$ cat config.mk
export PLATFORM = sky130hd
export DESIGN_NAME = alu_arbiter
export DESIGN_NICKNAME = d
export VERILOG_FILES = /design/src/rtl/alu_pkg.sv /design/src/rtl/alu_core.sv /design/src/rtl/alu_arbiter.sv
export SDC_FILE = /design/constraint.sdc
export NUM_CORES = 1
export LEC_CHECK = 0
export ABC_AREA = 1
export CORE_ASPECT_RATIO = 0.8
export CORE_MARGIN = 3
export CORE_UTILIZATION = 35
export CTS_CLUSTER_SIZE = 14
export DETAILED_ROUTE_END_ITERATION = 16
export GPL_ROUTABILITY_DRIVEN = 0
export PLACE_DENSITY = 0.69
export SYNTH_ARGS = -nofsm -noshare
export SYNTH_HDL_FRONTEND = slang
export SYNTH_HIERARCHICAL = 1
export SYNTH_SLANG_ARGS = --single-unit
$ cat constraint.sdc
create_clock -name clk -period 3.05 [get_ports clk]
set_input_delay 0.61 -clock clk [delete_from_list [all_inputs] [get_ports clk]]
set_output_delay 0.61 -clock clk [all_outputs]
set_load 0.01 [all_outputs]
$ cat src/rtl/alu_pkg.sv
// Shared definitions for the arbitrated 4-bit integer ALU.
//   - WIDTH / OPW : default operand and opcode widths
//   - OP_*        : opcode encodings understood by alu_core
//   - state_t     : arbiter FSM state encoding
package alu_pkg;

   localparam int WIDTH = 4;
   localparam int OPW   = 3;

   localparam logic [OPW-1:0] OP_AND  = 3'b000;
   localparam logic [OPW-1:0] OP_OR   = 3'b001;
   localparam logic [OPW-1:0] OP_XOR  = 3'b010;
   localparam logic [OPW-1:0] OP_XNOR = 3'b011;
   localparam logic [OPW-1:0] OP_NAND = 3'b100;
   localparam logic [OPW-1:0] OP_NOR  = 3'b101;
   localparam logic [OPW-1:0] OP_ADD  = 3'b110;
   localparam logic [OPW-1:0] OP_SUB  = 3'b111;

   typedef enum logic [1:0] {
      IDLE = 2'd0,
      EXEC = 2'd1,
      RESP = 2'd2
   } state_t;

endpackage

$ cat src/rtl/alu_core.sv
// Purely combinational ALU datapath.
// Ports:
//   op     in   OPW    opcode (see alu_pkg OP_*)
//   a, b   in   WIDTH  operands
//   result out  WIDTH  result, modulo 2^WIDTH
//   carry  out  1      ADD: carry-out, SUB: borrow (a < b), logic ops: 0
module alu_core
   import alu_pkg::*;
#(
   parameter int WIDTH = alu_pkg::WIDTH,
   parameter int OPW   = alu_pkg::OPW
) (
   input  logic [OPW-1:0]   op,
   input  logic [WIDTH-1:0] a,
   input  logic [WIDTH-1:0] b,
   output logic [WIDTH-1:0] result,
   output logic             carry
);

   // One extra bit so the MSB of the sum/difference is the carry/borrow.
   logic [WIDTH:0] wide;

   always_comb begin
      result = '0;
      carry  = 1'b0;
      wide   = '0;
      case (op)
         OP_AND:  result = a & b;
         OP_OR:   result = a | b;
         OP_XOR:  result = a ^ b;
         OP_XNOR: result = ~(a ^ b);
         OP_NAND: result = ~(a & b);
         OP_NOR:  result = ~(a | b);
         OP_ADD: begin
            wide   = {1'b0, a} + {1'b0, b};
            result = wide[WIDTH-1:0];
            carry  = wide[WIDTH];
         end
         OP_SUB: begin
            // Zero-extended subtraction wraps into the top bit exactly when a < b.
            wide   = {1'b0, a} - {1'b0, b};
            result = wide[WIDTH-1:0];
            carry  = wide[WIDTH];
         end
         default: ;
      endcase
   end

endmodule

$ cat src/rtl/alu_arbiter.sv
// Two-requester round-robin front end for a shared ALU core.
// Accepts one operation at a time (IDLE), executes it for one cycle (EXEC),
// then holds the registered result until the consumer takes it (RESP).
// Ports:
//   clk, rst                         clock, synchronous active-high reset
//   reqN_valid/op/a/b  (N = 0, 1)    request from requester N
//   reqN_ready                       handshake strobe, only for the granted requester in IDLE
//   rsp_valid/id/data/carry          registered result, stable while rsp_ready is low
//   rsp_ready                        consumer takes the result
module alu_arbiter
   import alu_pkg::*;
#(
   parameter int WIDTH = alu_pkg::WIDTH,
   parameter int OPW   = alu_pkg::OPW
) (
   input  logic             clk,
   input  logic             rst,
   input  logic             req0_valid,
   output logic             req0_ready,
   input  logic [OPW-1:0]   req0_op,
   input  logic [WIDTH-1:0] req0_a,
   input  logic [WIDTH-1:0] req0_b,
   input  logic             req1_valid,
   output logic             req1_ready,
   input  logic [OPW-1:0]   req1_op,
   input  logic [WIDTH-1:0] req1_a,
   input  logic [WIDTH-1:0] req1_b,
   output logic             rsp_valid,
   output logic             rsp_id,
   output logic [WIDTH-1:0] rsp_data,
   output logic             rsp_carry,
   input  logic             rsp_ready
);

   state_t           state_reg;
   logic             prio_reg;   // requester that wins when both are valid
   logic [OPW-1:0]   op_reg;
   logic [WIDTH-1:0] a_reg;
   logic [WIDTH-1:0] b_reg;
   logic             id_reg;

   logic             grant0;
   logic             grant1;
   logic [WIDTH-1:0] core_result;
   logic             core_carry;

   // A lone valid requester always wins; a tie goes to prio_reg.
   always_comb begin
      grant0 = req0_valid && (!req1_valid || !prio_reg);
      grant1 = req1_valid && (!req0_valid ||  prio_reg);
   end

   assign req0_ready = (state_reg == IDLE) && grant0;
   assign req1_ready = (state_reg == IDLE) && grant1;

   alu_core #(
      .WIDTH (WIDTH),
      .OPW   (OPW)
   ) u_core (
      .op     (op_reg),
      .a      (a_reg),
      .b      (b_reg),
      .result (core_result),
      .carry  (core_carry)
   );

   always_ff @(posedge clk) begin
      if (rst) begin
         state_reg <= IDLE;
         prio_reg  <= 1'b0;
         op_reg    <= '0;
         a_reg     <= '0;
         b_reg     <= '0;
         id_reg    <= 1'b0;
         rsp_valid <= 1'b0;
         rsp_id    <= 1'b0;
         rsp_data  <= '0;
         rsp_carry <= 1'b0;
      end else begin
         case (state_reg)
            IDLE: begin
               if (req0_ready || req1_ready) begin
                  op_reg    <= req1_ready ? req1_op : req0_op;
                  a_reg     <= req1_ready ? req1_a  : req0_a;
                  b_reg     <= req1_ready ? req1_b  : req0_b;
                  id_reg    <= req1_ready;
                  // Hand the tie-break to whoever was not just served.
                  prio_reg  <= ~req1_ready;
                  state_reg <= EXEC;
               end
            end
            EXEC: begin
               rsp_data  <= core_result;
               rsp_carry <= core_carry;
               rsp_id    <= id_reg;
               rsp_valid <= 1'b1;
               state_reg <= RESP;
            end
            RESP: begin
               if (rsp_ready) begin
                  rsp_valid <= 1'b0;
                  state_reg <= IDLE;
               end
            end
            default: state_reg <= IDLE;
         endcase
      end
   end

endmodule

== After elaboration in Yosys (flattened, before gate mapping) ==
Cells that the tools add are included.
Widths: inputs -> output; s select.
Word-level totals
  register bits after elaboration: 22
  bits of input ports: 27
  output and inout bits: 9
  logic and storage cells: 56
Cells by class
  $add $sub $neg: 2
  equal/unequal tests: 11
  muxes and demuxes: 10
  bitwise gates (word level): 7
  reductions and logical operators: 16
Operators by type and width (count)
  $pmux 4 s8: 1
  $eq 3x3->1 const B: 4
  $not 4->4: 3
  $mux 4: 2
  $eq 3x2->1 const B: 2
  $pmux 2 s3: 1
  $reduce_and 2->1: 3
  $add 4x4->5: 1
  $sub 4x4->5: 1
  $and 4x4->4: 1
  $logic_and 1x1->1: 4
  $mux 2: 2
  $or 4x4->4: 1
  $pmux 1 s2: 2
  $xor 4x4->4: 1
  $eq 3x1->1 const B: 1
  $logic_not 1->1: 3
  $logic_not 3->1: 1
  $logic_or 1x1->1: 3
  $mux 3: 1
  $eq 2x1->1 const B: 1
  $eq 2x2->1 const B: 1
  $logic_not 2->1: 1
  $ne 2x1->1 const B: 1
  other kinds (4): 4

== Logic depth before layout (Yosys ltp) ==
Gate-level depths: netlist (run 1).
  depth after elaboration: 7
  gate-level depth with buffers: 13
  depth with buffers taken out: 12

== Cells and area by module ==
The synthesis (run 1) kept the hierarchy.
Modules (own cells, without submodules)
  alu_arbiter: times used 1, cells each 173, area each 1117.3 um2, seq. area each 440.4 um2
  alu_core: times used 1, cells each 107, area each 654.4 um2, seq. area each 0.0 um2

== Least setup slack after synthesis (run 1) ==
OpenSTA, ideal clock, no wires.
  path type: reg2reg
  start point: register a_reg[0]
  end point: register rsp_data[2]
  setup time: 0.116 ns
  data arrival time: 1.563 ns
  data required time: 2.934 ns
  path slack: 1.372 ns
  stages on the path, launching flop included: 10
  buffers on the path: 0
  period minus slack after synthesis: 1.678 ns
  path through: dfxtp_1 > ha_1 > fa_1 > or2_0 > nand3_1 > o21ai_0 > nor2_1 > o211ai_1 > nor2_1 > nor2_1
Between the ends
  cells in the longest elaborated chain, start to end: 2
  elaborated cells on any way between the ends: 3
  those cells by class: add/sub: 2; mux: 1
RTL lines
  start: declaration: RTL line alu_arbiter.sv:38  | logic [WIDTH-1:0] a_reg;
  start signal: assignment: RTL line alu_arbiter.sv:84  | a_reg <= req1_ready ? req1_a : req0_a;
  $sub 4x4->5 or $add 4x4->5 (tied branches): RTL line alu_core.sv:41, alu_core.sv:35
  $pmux 4 s8 *: RTL line alu_core.sv:27  | case (op)
  via core_result[2]: RTL line alu_arbiter.sv:44  | logic [WIDTH-1:0] core_result;
  end signal: assignment: RTL line alu_arbiter.sv:93  | rsp_data <= core_result;
  end: declaration: RTL line alu_arbiter.sv:30  | output logic [WIDTH-1:0] rsp_data,
Mark *: on every way through the listed nets, which the timed path passes. The rest lies on a longest branch.
A chain may end at the register's enable or synchronous reset.

== Final worst setup path (run 1) ==
  start point: input req0_valid
  end point: output req1_ready
Between the ends
  cells in the longest elaborated chain, start to end: 4
RTL lines
  start: declaration: RTL line alu_arbiter.sv:18  | input logic req0_valid,
  $logic_not 1->1: RTL line alu_arbiter.sv:50  | grant1 = req1_valid && (!req0_valid || prio_reg);
  $logic_or 1x1->1: RTL line alu_arbiter.sv:50
  $logic_and 1x1->1: RTL line alu_arbiter.sv:50
  $logic_and 1x1->1: RTL line alu_arbiter.sv:54  | assign req1_ready = (state_reg == IDLE) && grant1;
  end: declaration: RTL line alu_arbiter.sv:24  | output logic req1_ready,
Every way passes these cells.

==> summary.txt, run 1 <==
Clock tree
  • Hold-fix buffers, CTS: 0
  • Worst skew pair latency: 0.26 ns
  • CTS Buf Count: 3
  • Clock net sink count: 22
  • CTS tree: built
  • CTS root buf: clkbuf_8
  • Setup Fix Bufs, Post-CTS: 0
  • Max Root-Sink Buffers: 2
  • CTS H-tree lvls: 1
  • Cts repair resizes: 0
  • Clock-pin slew on the worst setup and hold paths: 0.08 ns

Global route
  • First-pass GRT wire length: 7580 um
  • Vias in the first global route: 1713
  • Antenna violations before repair: 0
  • Global Route Usage Sum: 0.151
  • Congestion Overflow GR: 0
  • Largest net degree at the start of global routing: 20

Timing
  • Worst Max-Slew Pin Slew: 0.501 ns
  • Final setup fails: 0
  • Final min period: 2.48 ns
  • Hold_ws: 0.492 ns
  • Worst setup margin: 0.570 ns
  • Unrepaired setup endpoints after global routing: false
  • Final TNS setup: 0 ns
  • Slew Limit Fails: 0
  • Slew headroom: 0.664
  • Final Hold Viols: 0
  • Peak Freq: 0.403 GHz
  • Fin crit share: 0.813
  • Worst Clk Skew: 0.00494 ns

Yosys
  • Count leader, synth: inv_1
  • Syn. warnings: 6
  • Syn_nets: 321
  • Register area share after synthesis: 0.249
  • Synth top area cells: dfxtp_1, inv_1, nand2_1, nand3_1, ha_1
  • Post-synth top cells: inv_1, nand2_1, nand3_1, nor2_1, dfxtp_1
  • Post-synth top area share: 0.249
  • Cell variety after synth: 31
  • Mapped cell area: 1770 um2
  • Async set-reset flop share out of synthesis: 0
  • Post-synth top area cell: dfxtp_1
  • Ys flop type: dfxtp_1
  • EDFF count, synth: 0
  • Flops & latches, synth: 22
  • Syn avg cell area: 6.33 um2
  • Cells after Synth: 280

Floorplanning
  • FP Rows: 22
  • I/O pin count: 36
  • Die Wd: 85.5 um
  • Die area: 5960 um2
  • Die Ht: 69.6 um
  • Initial core utilization: 0.374
  • Core region area: 4730 um2

Pwr
  • Leakage: 1.15 nW
  • Pwr dens: 496 nW/um2
  • Maximum VDD drop: 0.000226 V
  • Design Power: 0.00110 W

Route
  • Vias: 1742
  • Post-DRT Antenna Nets: 0
  • Routed length per instance: 11.3 um
  • DRT iter0 DRCs: 69
  • 1st-pass router iterations: 4
  • Total wire length: 4190 um
  • DRC Markers: 0
  • Routed vias/inst: 4.68

Setup path
  • Critical Path Most Common Cell: clkdlybuf4s50_1
  • Critical Path Sink Type: output pin
  • Internal reg-to-reg setup slack: 1.21 ns
  • Worst path bufs/invs: 3
  • Critical Path Fanout Max: 2
  • Worst EP arrival: 1.87 ns
  • Slowest library cell on the worst path: clkdlybuf4s50_1
  • Setup crit start kind: primary input
  • CP required: 2.44 ns
  • Family with the most delay on the worst path: buffers and inverters
  • Worst path cell trace: clkdlybuf4s50_1, nand2_1, nand3_1, inv_1, clkdlybuf4s50_1
  • Crit Path Class: primary input to output pin
  • CP peak stage delay: 0.54 ns

Placed design
  • Pre-CTS setup slack: 0.573 ns
  • Port Buffers: 35
  • Final HPWL DP: 3280 um

Finish
  • Final #Nets: 354
  • Final core occ: 0.469
  • ANT cells: 0
  • Fillers: 492
  • Area grow syn2layout: 25.4%
  • Share of post-route cells with drive strength above 1: 0.0577

Hold path
  • Worst min path class: flip-flop to flip-flop

Run status
  • Outcome: completed

Flow run
  • # Max-Cap Violations: 0
==> placed cells by master, fill, tap and decap left out, drive strengths merged, types with 5 or more instances in the layout <==
master and count:
ha 12, nand4 16, dfxtp 22, nand3 35, clkdlybuf4s50 35, a21oi 5
inv 58, nor2 33, o21ai 15, nand2 57
==> worst register-to-register path, stage by stage, from the launching register on <==
cell and delay, ns:
dfxtp_1 0.35, ha_1 0.25, fa_1 0.40, or2_0 0.22, nand3_1 0.08, o21ai_0 0.08
nor2_1 0.10, o211ai_1 0.10, nor2_1 0.11, nor2_1 0.05
==> per-layer routing <==
| layer | global-route usage | routed length, um | vias to the layer above |
|---|---|---|---|
| li1 | - | - | 941 |
| met1 | 0.214 | 2110 | 746 |
| met2 | 0.228 | 1800 | 51 |
| met3 | 0.0404 | 255 | 4 |
| met4 | 0.0369 | 23 | 0 |
| met5 | 0 | 0 | - |
==> worst paths after layout <==
kind,start,cells after the start,endpoint
setup / recovery,req0_valid,5,req1_ready
hold / removal,id_reg$_SDFFE_PP0P_,2,id_reg$_SDFFE_PP0P_
setup reg to reg,b_reg[0]$_SDFFE_PP0P_,9,rsp_data[2]$_SDFFE_PP0P_
hold reg to reg,id_reg$_SDFFE_PP0P_,2,id_reg$_SDFFE_PP0P_
==> logic make-up (layout without fill, tap and decap cells) <==
group,after synthesis,after routing,share of synthesized area
compound gates,26,26,0.0833
xor+xnor,1,1,0.00494
fa+ha+maj,14,14,0.107
buf+inv,72,104,0.173
flops,22,22,0.249
simple gates,145,145,0.383
==> through the flow <==
stage,instance area [um2],std cells
finish,2220,372
global route,2220,372
global placement,2150,368
CTS,2220,372
detailed placement,2150,368
floorplan,1770,280
==> power breakdown <==
group	internal (W)	switching (W)	leakage (nW)	total, W
combinational	0.000193	0.000262	0.937	0.000456
clock	0.000175	0.0000957	0.0357	0.000271
sequential	0.000327	0.0000478	0.182	0.000375
==> cell type report <==
cell class	count	area [um2]	area share
clock inverter	1	30.0	0.0135
multi-input combinational	186	1020	0.461
clock buffer	3	41.3	0.0186
timing repair buffer	39	380	0.171
inverter	61	229	0.103
tap	60	75.1	0.0338
sequential	22	440	0.198
No activity file was read; power rests on OpenSTA's default activity.
==> run 2, diff against run 1 <==
--- a/config.mk
+++ b/config.mk
@@ -12,7 +12,7 @@
 export CTS_CLUSTER_SIZE = 14
 export DETAILED_ROUTE_END_ITERATION = 16
 export GPL_ROUTABILITY_DRIVEN = 0
-export PLACE_DENSITY = 0.69
+export PLACE_DENSITY = 0.71
 export SYNTH_ARGS = -nofsm -noshare
 export SYNTH_HDL_FRONTEND = slang
 export SYNTH_HIERARCHICAL = 1
==> constraint.sdc (replaced) <==
create_clock -name clk -period 2 [get_ports clk]
set_input_delay 0.4 -clock clk [delete_from_list [all_inputs] [get_ports clk]]
set_output_delay 0.4 -clock clk [all_outputs]
set_load 0.01 [all_outputs]
==> run 2 against run 1 <==
Die area stayed put. Global-route usage fell by 0.79 points. Via count is 1.7% higher. Power is 41% higher. Worst setup slack lost 0.40 ns. Worst hold slack lost 0.0030 ns. Clock power barely moved. Combinational power rose by 57%. Flip-flop and latch count is the same. Wire length fell by 2.5%. Final area increased by 0.56%. Sequential power is 51% higher. Critical path type is now flip-flop to flip-flop. Highest routed layer unchanged.
==> summary.txt, run 2 (same netlist as run 1, synthesis figures left out) <==
Route
  • Met3 Wirelength: 222 um (was 255 um)
  • 1st-pass router iterations: 4 (unchanged)
  • Total wire length: 4080 um (was 4190 um)
  • M1 wire length: 2080 um (was 2110 um)
  • DRC Markers: 0 (unchanged)
  • Met2 wire len: 1740 um (was 1800 um)
  • Post-DRT Antenna Nets: 0 (unchanged)
  • Vias: 1772 (was 1742)
  • DRT iter0 DRCs: 82 (was 69)
  • Routed length per instance: 10.8 um (was 11.3 um)
  • Top sig layer: met4 (unchanged)
  • Routed vias/inst: 4.70 (was 4.68)

Pwr
  • Maximum VDD drop: 0.000303 V (was 0.000226 V)
  • Pwr dens: 695 nW/um2 (was 496 nW/um2)
  • Leakage: 1.18 nW (was 1.15 nW)
  • Design Power: 0.00155 W (was 0.00110 W)

Finish
  • Finished Cell Area: 2230 um2 (was 2220 um2)
  • Final core occ: 0.472 (was 0.469)
  • Commonest non-fill, non-tap cell in the layout: inv_1 (unchanged)
  • Commonest non-fill, non-tap cells in the layout: inv_1, nand2_1, nand3_1 (was inv_1, nand2_1, clkdlybuf4s50_1)
  • Share of post-route cells with drive strength above 1: 0.0726 (was 0.0577)
  • ANT cells: 0 (unchanged)
  • Area grow syn2layout: 26.1% (was 25.4%)
  • Final #Nets: 360 (was 354)

Timing
  • Slew Limit Fails: 0 (unchanged)
  • Worst Max-Slew Pin Slew: 0.359 ns (was 0.501 ns)
  • Final TNS setup: 0 ns (unchanged)
  • Fin crit share: 0.913
  • Final Hold Viols: 0 (unchanged)
  • Slew headroom: 0.761 (was 0.664)
  • Final min period: 1.83 ns
  • Final setup fails: 0 (unchanged)
  • Unrepaired setup endpoints after global routing: false (unchanged)
  • Peak Freq: 0.547 GHz
  • Worst Clk Skew: 0.00454 ns (was 0.00494 ns)

Clock tree
  • Clock net sink count: 22 (unchanged)
  • CTS H-tree lvls: 1 (unchanged)
  • Max Root-Sink Buffers: 2 (unchanged)
  • Clock-pin slew on the worst setup and hold paths: 0.08 ns (about the same)
  • CTS root buf: clkbuf_8 (unchanged)
  • CTS Buf Count: 3 (unchanged)
  • CTS tree: built (unchanged)
  • Worst skew pair latency: 0.26 ns (about the same)
  • Hold-fix buffers, CTS: 0 (unchanged)

Setup path
  • Worst r2r src: b_reg[0]$_SDFFE_PP0P_ (unchanged)
  • Crit Path Class: flip-flop to flip-flop (was primary input to output pin)
  • Worst path bufs/invs: 0 (was 3)
  • Critical Path Sink Type: flip-flop (was output pin)
  • Family with the most delay on the worst path: adder cells (was buffers and inverters)
  • CP required: 2.16 ns (was 2.44 ns)
  • Critical Path Fanout Max: 4 (was 2)
  • CP Launch Point: b_reg[0]$_SDFFE_PP0P_ (was req0_valid)
  • Worst path cell trace: ha_1, fa_1, or2_0, nand3_1, o21ai_0, nor2_1, o211ai_1, nor2_1, nor2_1 (was clkdlybuf4s50_1, nand2_1, nand3_1, inv_1, clkdlybuf4s50_1)
  • CP peak stage delay: 0.39 ns (was 0.54 ns)
  • Critical Path Most Common Cell: nor2_1 (was clkdlybuf4s50_1)
  • Setup crit start kind: flip-flop (was primary input)
  • Slowest library cell on the worst path: fa_1 (was clkdlybuf4s50_1)
  • Internal reg-to-reg setup slack: 0.17 ns (was 1.21 ns)
  • Worst EP arrival: 1.99 ns (was 1.87 ns)

Floorplanning
  • Core region area: 4730 um2 (unchanged)
  • Initial core utilization: 0.374 (unchanged)
  • Die Ht: 69.6 um (unchanged)
  • FP Rows: 22 (unchanged)
  • Die Wd: 85.5 um (unchanged)
  • Die area: 5960 um2 (unchanged)
  • I/O pin count: 36 (unchanged)

Global route
  • Global Route Usage Sum: 0.144 (was 0.151)
  • Vias in the first global route: 1630 (was 1713)
  • First-pass GRT wire length: 7160 um (was 7580 um)
  • Largest net degree at the start of global routing: 20 (unchanged)
  • Congestion Overflow GR: 0 (unchanged)
  • Antenna violations before repair: 0 (unchanged)

Placed design
  • Final HPWL DP: 3250 um (was 3280 um)
  • Port Buffers: 35 (unchanged)
  • Post-DP Area: 2190 um2 (was 2150 um2)

Flow run
  • # Max-Cap Violations: 0 (unchanged)

Hold path
  • Hold path startpoint: id_reg$_SDFFE_PP0P_ (unchanged)
  • Worst min path class: flip-flop to flip-flop (unchanged)

Run status
  • Outcome: completed (unchanged)
-- run 2: changes by cell type in the layout (fill, tap and decap cells not counted) --
cell	previous run	this run
dlygate4sd2_1	0	2
buf_4	4	10
bufinv_16	1	0
clkdlybuf4s50_1	35	33
-- run 2: metal layers --
| metal | vias to the layer above | global-route usage |
|---|---|---|
| met5 | - | 0 |
| met4 | 0 | 0.0334 |
| met3 | 4 | 0.0321 |
| met2 | 57 | 0.223 |
| met1 | 758 | 0.201 |
| li1 | 953 | - |
-- run 2: what timing repair did --
| action | in CTS | in global routing |
|---|---|---|
| setup endpoints to repair | 2 | 0 |
| setup buffers | 1 | 0 |
| resized for setup | 2 | 0 |
| hold endpoints to repair | 0 | 0 |
-- run 2: through the flow --
step,hold WS (ns),setup slack [ns],instances
after CTS,0.488,0.163,377
final,0.489,0.173,377
after detailed placement,0.477,-0.0831,373
after floorplan,0.433,0.322,280
after global placement,0.478,-0.0763,373
after global routing,0.540,0.0430,377
-- run 2: path summary, 6_finish.rpt --
path | end | cells after the start
max | rsp_data[2]$_SDFFE_PP0P_ | 9
min | id_reg$_SDFFE_PP0P_ | 2
max reg2reg | rsp_data[2]$_SDFFE_PP0P_ | 9
min reg2reg | id_reg$_SDFFE_PP0P_ | 2
-- run 2: power breakdown --
group	internal [W]	total [W]	switching, W	leakage, nW
Sequential	0.000499	0.000567	0.0000680	0.182
Combinational	0.000307	0.000714	0.000407	0.973
Clock	0.000134	0.000271	0.000137	0.0216
-- run 2: worst min-delay path: cells and delay by family, from the launching register on --
kind             cells  cell delay [ns]
AO/OA/AOI/OAI        1             0.05
flip-flops           1             0.33
AND/OR/NAND/NOR      1             0.07
-- run 2: cell type report --
| type | count | area (um2) |
|---|---|---|
| fill | 512 | 2500 |
| multi-input combinational | 186 | 1020 |
| sequential | 22 | 440 |
| timing repair buffer | 45 | 423 |
| inverter | 61 | 229 |
| tap | 60 | 75.1 |
| clock buffer | 3 | 41.3 |
==> run 3, diff against run 2 <==
--- a/config.mk
+++ b/config.mk
@@ -12,6 +12,7 @@
 export CTS_CLUSTER_SIZE = 14
 export DETAILED_ROUTE_END_ITERATION = 16
 export GPL_ROUTABILITY_DRIVEN = 0
+export GPL_TIMING_DRIVEN = 0
 export PLACE_DENSITY = 0.71
 export SYNTH_ARGS = -nofsm -noshare
 export SYNTH_HDL_FRONTEND = slang
==> constraint.sdc (replaced) <==
create_clock -name clk -period 1.55 [get_ports clk]
set_input_delay 0.31 -clock clk [delete_from_list [all_inputs] [get_ports clk]]
set_output_delay 0.31 -clock clk [all_outputs]
set_load 0.01 [all_outputs]
==> run 3 against run 2 <==
Sequential share of layout area fell by 0.92 points. Worst hold slack gained 0.0018 ns. The flow now finishes with violations (negative setup slack). Register-to-register slack got worse by 0.27 ns. Clock skew rose by 0.0011 ns. Largest cell class unchanged. Cell count up 3.2%. Sequential power rose by 29%. Die area stayed put. Critical endpoint unchanged.
==> summary.txt, run 3 (same netlist as run 1, synthesis figures left out) <==
Run status
  • Outcome: finished with violations (was completed)
  • Failing checks: negative setup slack

Setup path
  • Worst EP arrival: 1.80 ns (was 1.99 ns)
  • Setup crit start kind: flip-flop (unchanged)
  • Worst-case reg-to-reg path depth: 9 (unchanged)
  • Critical Path Fanout Max: 3 (was 4)
  • Critical Path Most Common Cell: nor2_1 (unchanged)
  • CP required: 1.71 ns (was 2.16 ns)
  • Critical Path Sink Type: flip-flop (unchanged)
  • Slowest library cell on the worst path: dfxtp_4 (was fa_1)
  • Crit Path Class: flip-flop to flip-flop (unchanged)
  • CP peak stage delay: 0.37 ns (was 0.39 ns)
  • Worst path cell trace: ha_4, fa_2, or2_0, nand3_1, o21ai_1, nor2_1, o211ai_1, nor2_1, nor2_1 (was ha_1, fa_1, or2_0, nand3_1, o21ai_0, nor2_1, o211ai_1, nor2_1, nor2_1)

Clock tree
  • CTS Buf Count: 3 (unchanged)
  • Worst skew pair latency: 0.26 ns (about the same)
  • Hold-fix buffers, CTS: 0 (unchanged)
  • Max Root-Sink Buffers: 2 (unchanged)
  • CTS root buf: clkbuf_8 (unchanged)
  • Clock-pin slew on the worst setup and hold paths: 0.08 ns (about the same)
  • CTS tree: built (unchanged)
  • CTS H-tree lvls: 1 (unchanged)
  • Clock net sink count: 22 (unchanged)

Timing
  • Unrepaired setup endpoints after global routing: true (was false)
  • Final min period: 1.64 ns (was 1.83 ns)
  • Worst Max-Slew Pin Slew: 0.421 ns (was 0.359 ns)
  • Peak Freq: 0.608 GHz (was 0.547 GHz)
  • Worst Clk Skew: 0.00567 ns (was 0.00454 ns)
  • Final Hold Viols: 0 (unchanged)
  • Fin crit share: 1.06 (was 0.913)
  • Slew Limit Fails: 0 (unchanged)
  • Hold_ws: 0.491 ns (was 0.489 ns)
  • Worst setup margin: -0.0949 ns (was 0.173 ns)
  • Final setup fails: 3 (was 0)
  • Slew headroom: 0.718 (was 0.761)

Placed design
  • Final HPWL DP: 3290 um (was 3250 um)
  • DP Cell Count: 375 (was 373)
  • Port Buffers: 35 (unchanged)
  • Post-DP Area: 2220 um2 (was 2190 um2)

Pwr
  • Maximum VDD drop: 0.000474 V (was 0.000303 V)
  • Leakage: 1.23 nW (was 1.18 nW)
  • Pwr dens: 958 nW/um2 (was 695 nW/um2)

Global route
  • First-pass GRT wire length: 7330 um (was 7160 um)
  • Congestion Overflow GR: 0 (unchanged)
  • Vias in the first global route: 1672 (was 1630)
  • Antenna violations before repair: 0 (unchanged)
  • Largest net degree at the start of global routing: 14 (was 20)
  • Global Route Usage Sum: 0.146 (was 0.144)

Floorplanning
  • I/O pin count: 36 (unchanged)
  • Die area: 5960 um2 (unchanged)
  • Die Ht: 69.6 um (unchanged)
  • Core region area: 4730 um2 (unchanged)
  • Initial core utilization: 0.374 (unchanged)
  • FP Rows: 22 (unchanged)
  • Die Wd: 85.5 um (unchanged)

Route
  • DRT iter0 DRCs: 85 (was 82)
  • Total wire length: 4270 um (was 4080 um)
  • Vias: 1837 (was 1772)
  • Post-DRT Antenna Nets: 0 (unchanged)
  • Routed length per instance: 11.0 um (was 10.8 um)
  • 1st-pass router iterations: 4 (unchanged)
  • DRC Markers: 0 (unchanged)
  • Routed vias/inst: 4.72 (was 4.70)

Finish
  • Area grow syn2layout: 39.3% (was 26.1%)
  • Commonest non-fill, non-tap cell in the layout: nand2_1 (was inv_1)
  • Fillers: 476 (was 512)
  • Multi-input gate area: 1110 um2 (was 1020 um2)
  • Storage element area: 464 um2 (was 440 um2)
  • Final core occ: 0.521 (was 0.472)
  • Final cell count without fillers: 389 (was 377)
  • ANT cells: 0 (unchanged)
  • Finished Cell Area: 2470 um2 (was 2230 um2)
  • Commonest non-fill, non-tap cells in the layout: nand2_1, inv_1, nand3_1 (was inv_1, nand2_1, nand3_1)
  • Share of post-route cells with drive strength above 1: 0.195 (was 0.0726)
  • Final #Nets: 371 (was 360)

Hold path
  • Hold path depth: 2 (unchanged)
  • Worst min path class: flip-flop to flip-flop (unchanged)

Flow run
  • # Max-Cap Violations: 0 (unchanged)
[run 3: routing by layer]
metal	up-vias	global-route usage	wire length, um
met5	-	0	0
met4	0	0.0105	21
met3	4	0.0368	310
met2	64	0.233	1920
met1	784	0.206	2020
li1	985	-	-
[run 3: worst paths after layout]
check	start	endpoint	slack (ns)
max	b_reg[0]$_SDFFE_PP0P_	rsp_data[2]$_SDFFE_PP0P_	-0.09
min	id_reg$_SDFFE_PP0P_	id_reg$_SDFFE_PP0P_	0.49
max reg2reg	b_reg[0]$_SDFFE_PP0P_	rsp_data[2]$_SDFFE_PP0P_	-0.09
min reg2reg	id_reg$_SDFFE_PP0P_	id_reg$_SDFFE_PP0P_	0.49
[run 3: where the power goes]
group	switching (W)	internal [W]
Clock	0.000187	0.000345
Combinational	0.000597	0.000506
Sequential	0.0000777	0.000653
[run 3: stage by stage]
step / total power, W / TNS, ns / setup slack, ns
floorplan: 0.00141 / -0.0103 / -0.0103
global placement: 0.00168 / -3.24 / -0.613
detailed placement: 0.00170 / -3.46 / -0.620
CTS: 0.00230 / -0.408 / -0.109
global route: 0.00255 / -0.655 / -0.246
finish: 0.00237 / -0.152 / -0.0949
[run 3: critical path, delay by kind of cell, from the launching register on]
family	cells	cell delay [ns]
compound gates	2	0.17
fa+ha+maj	2	0.49
simple gates	5	0.52
flops	1	0.37
[run 3: what timing repair did]
| item | CTS | global route |
|---|---|---|
| setup endpoints to repair | 6 | 9 |
| buffers inserted | 6 | 5 |
| gates resized for setup | 24 | 23 |
| hold endpoints to repair | 0 | 0 |
| pin swaps | 9 | 12 |
[run 3: cell type report]
type                            instances  share of cell area
Buffer                                 10              0.0329
Clock buffer                            3              0.0167
Inverter                               61              0.0973
Timing Repair Buffer                   46               0.173
Tap cell                               60              0.0304
Sequential cell                        22               0.188
Multi-Input combinational cell        186               0.450
Clock inverter                          1              0.0122
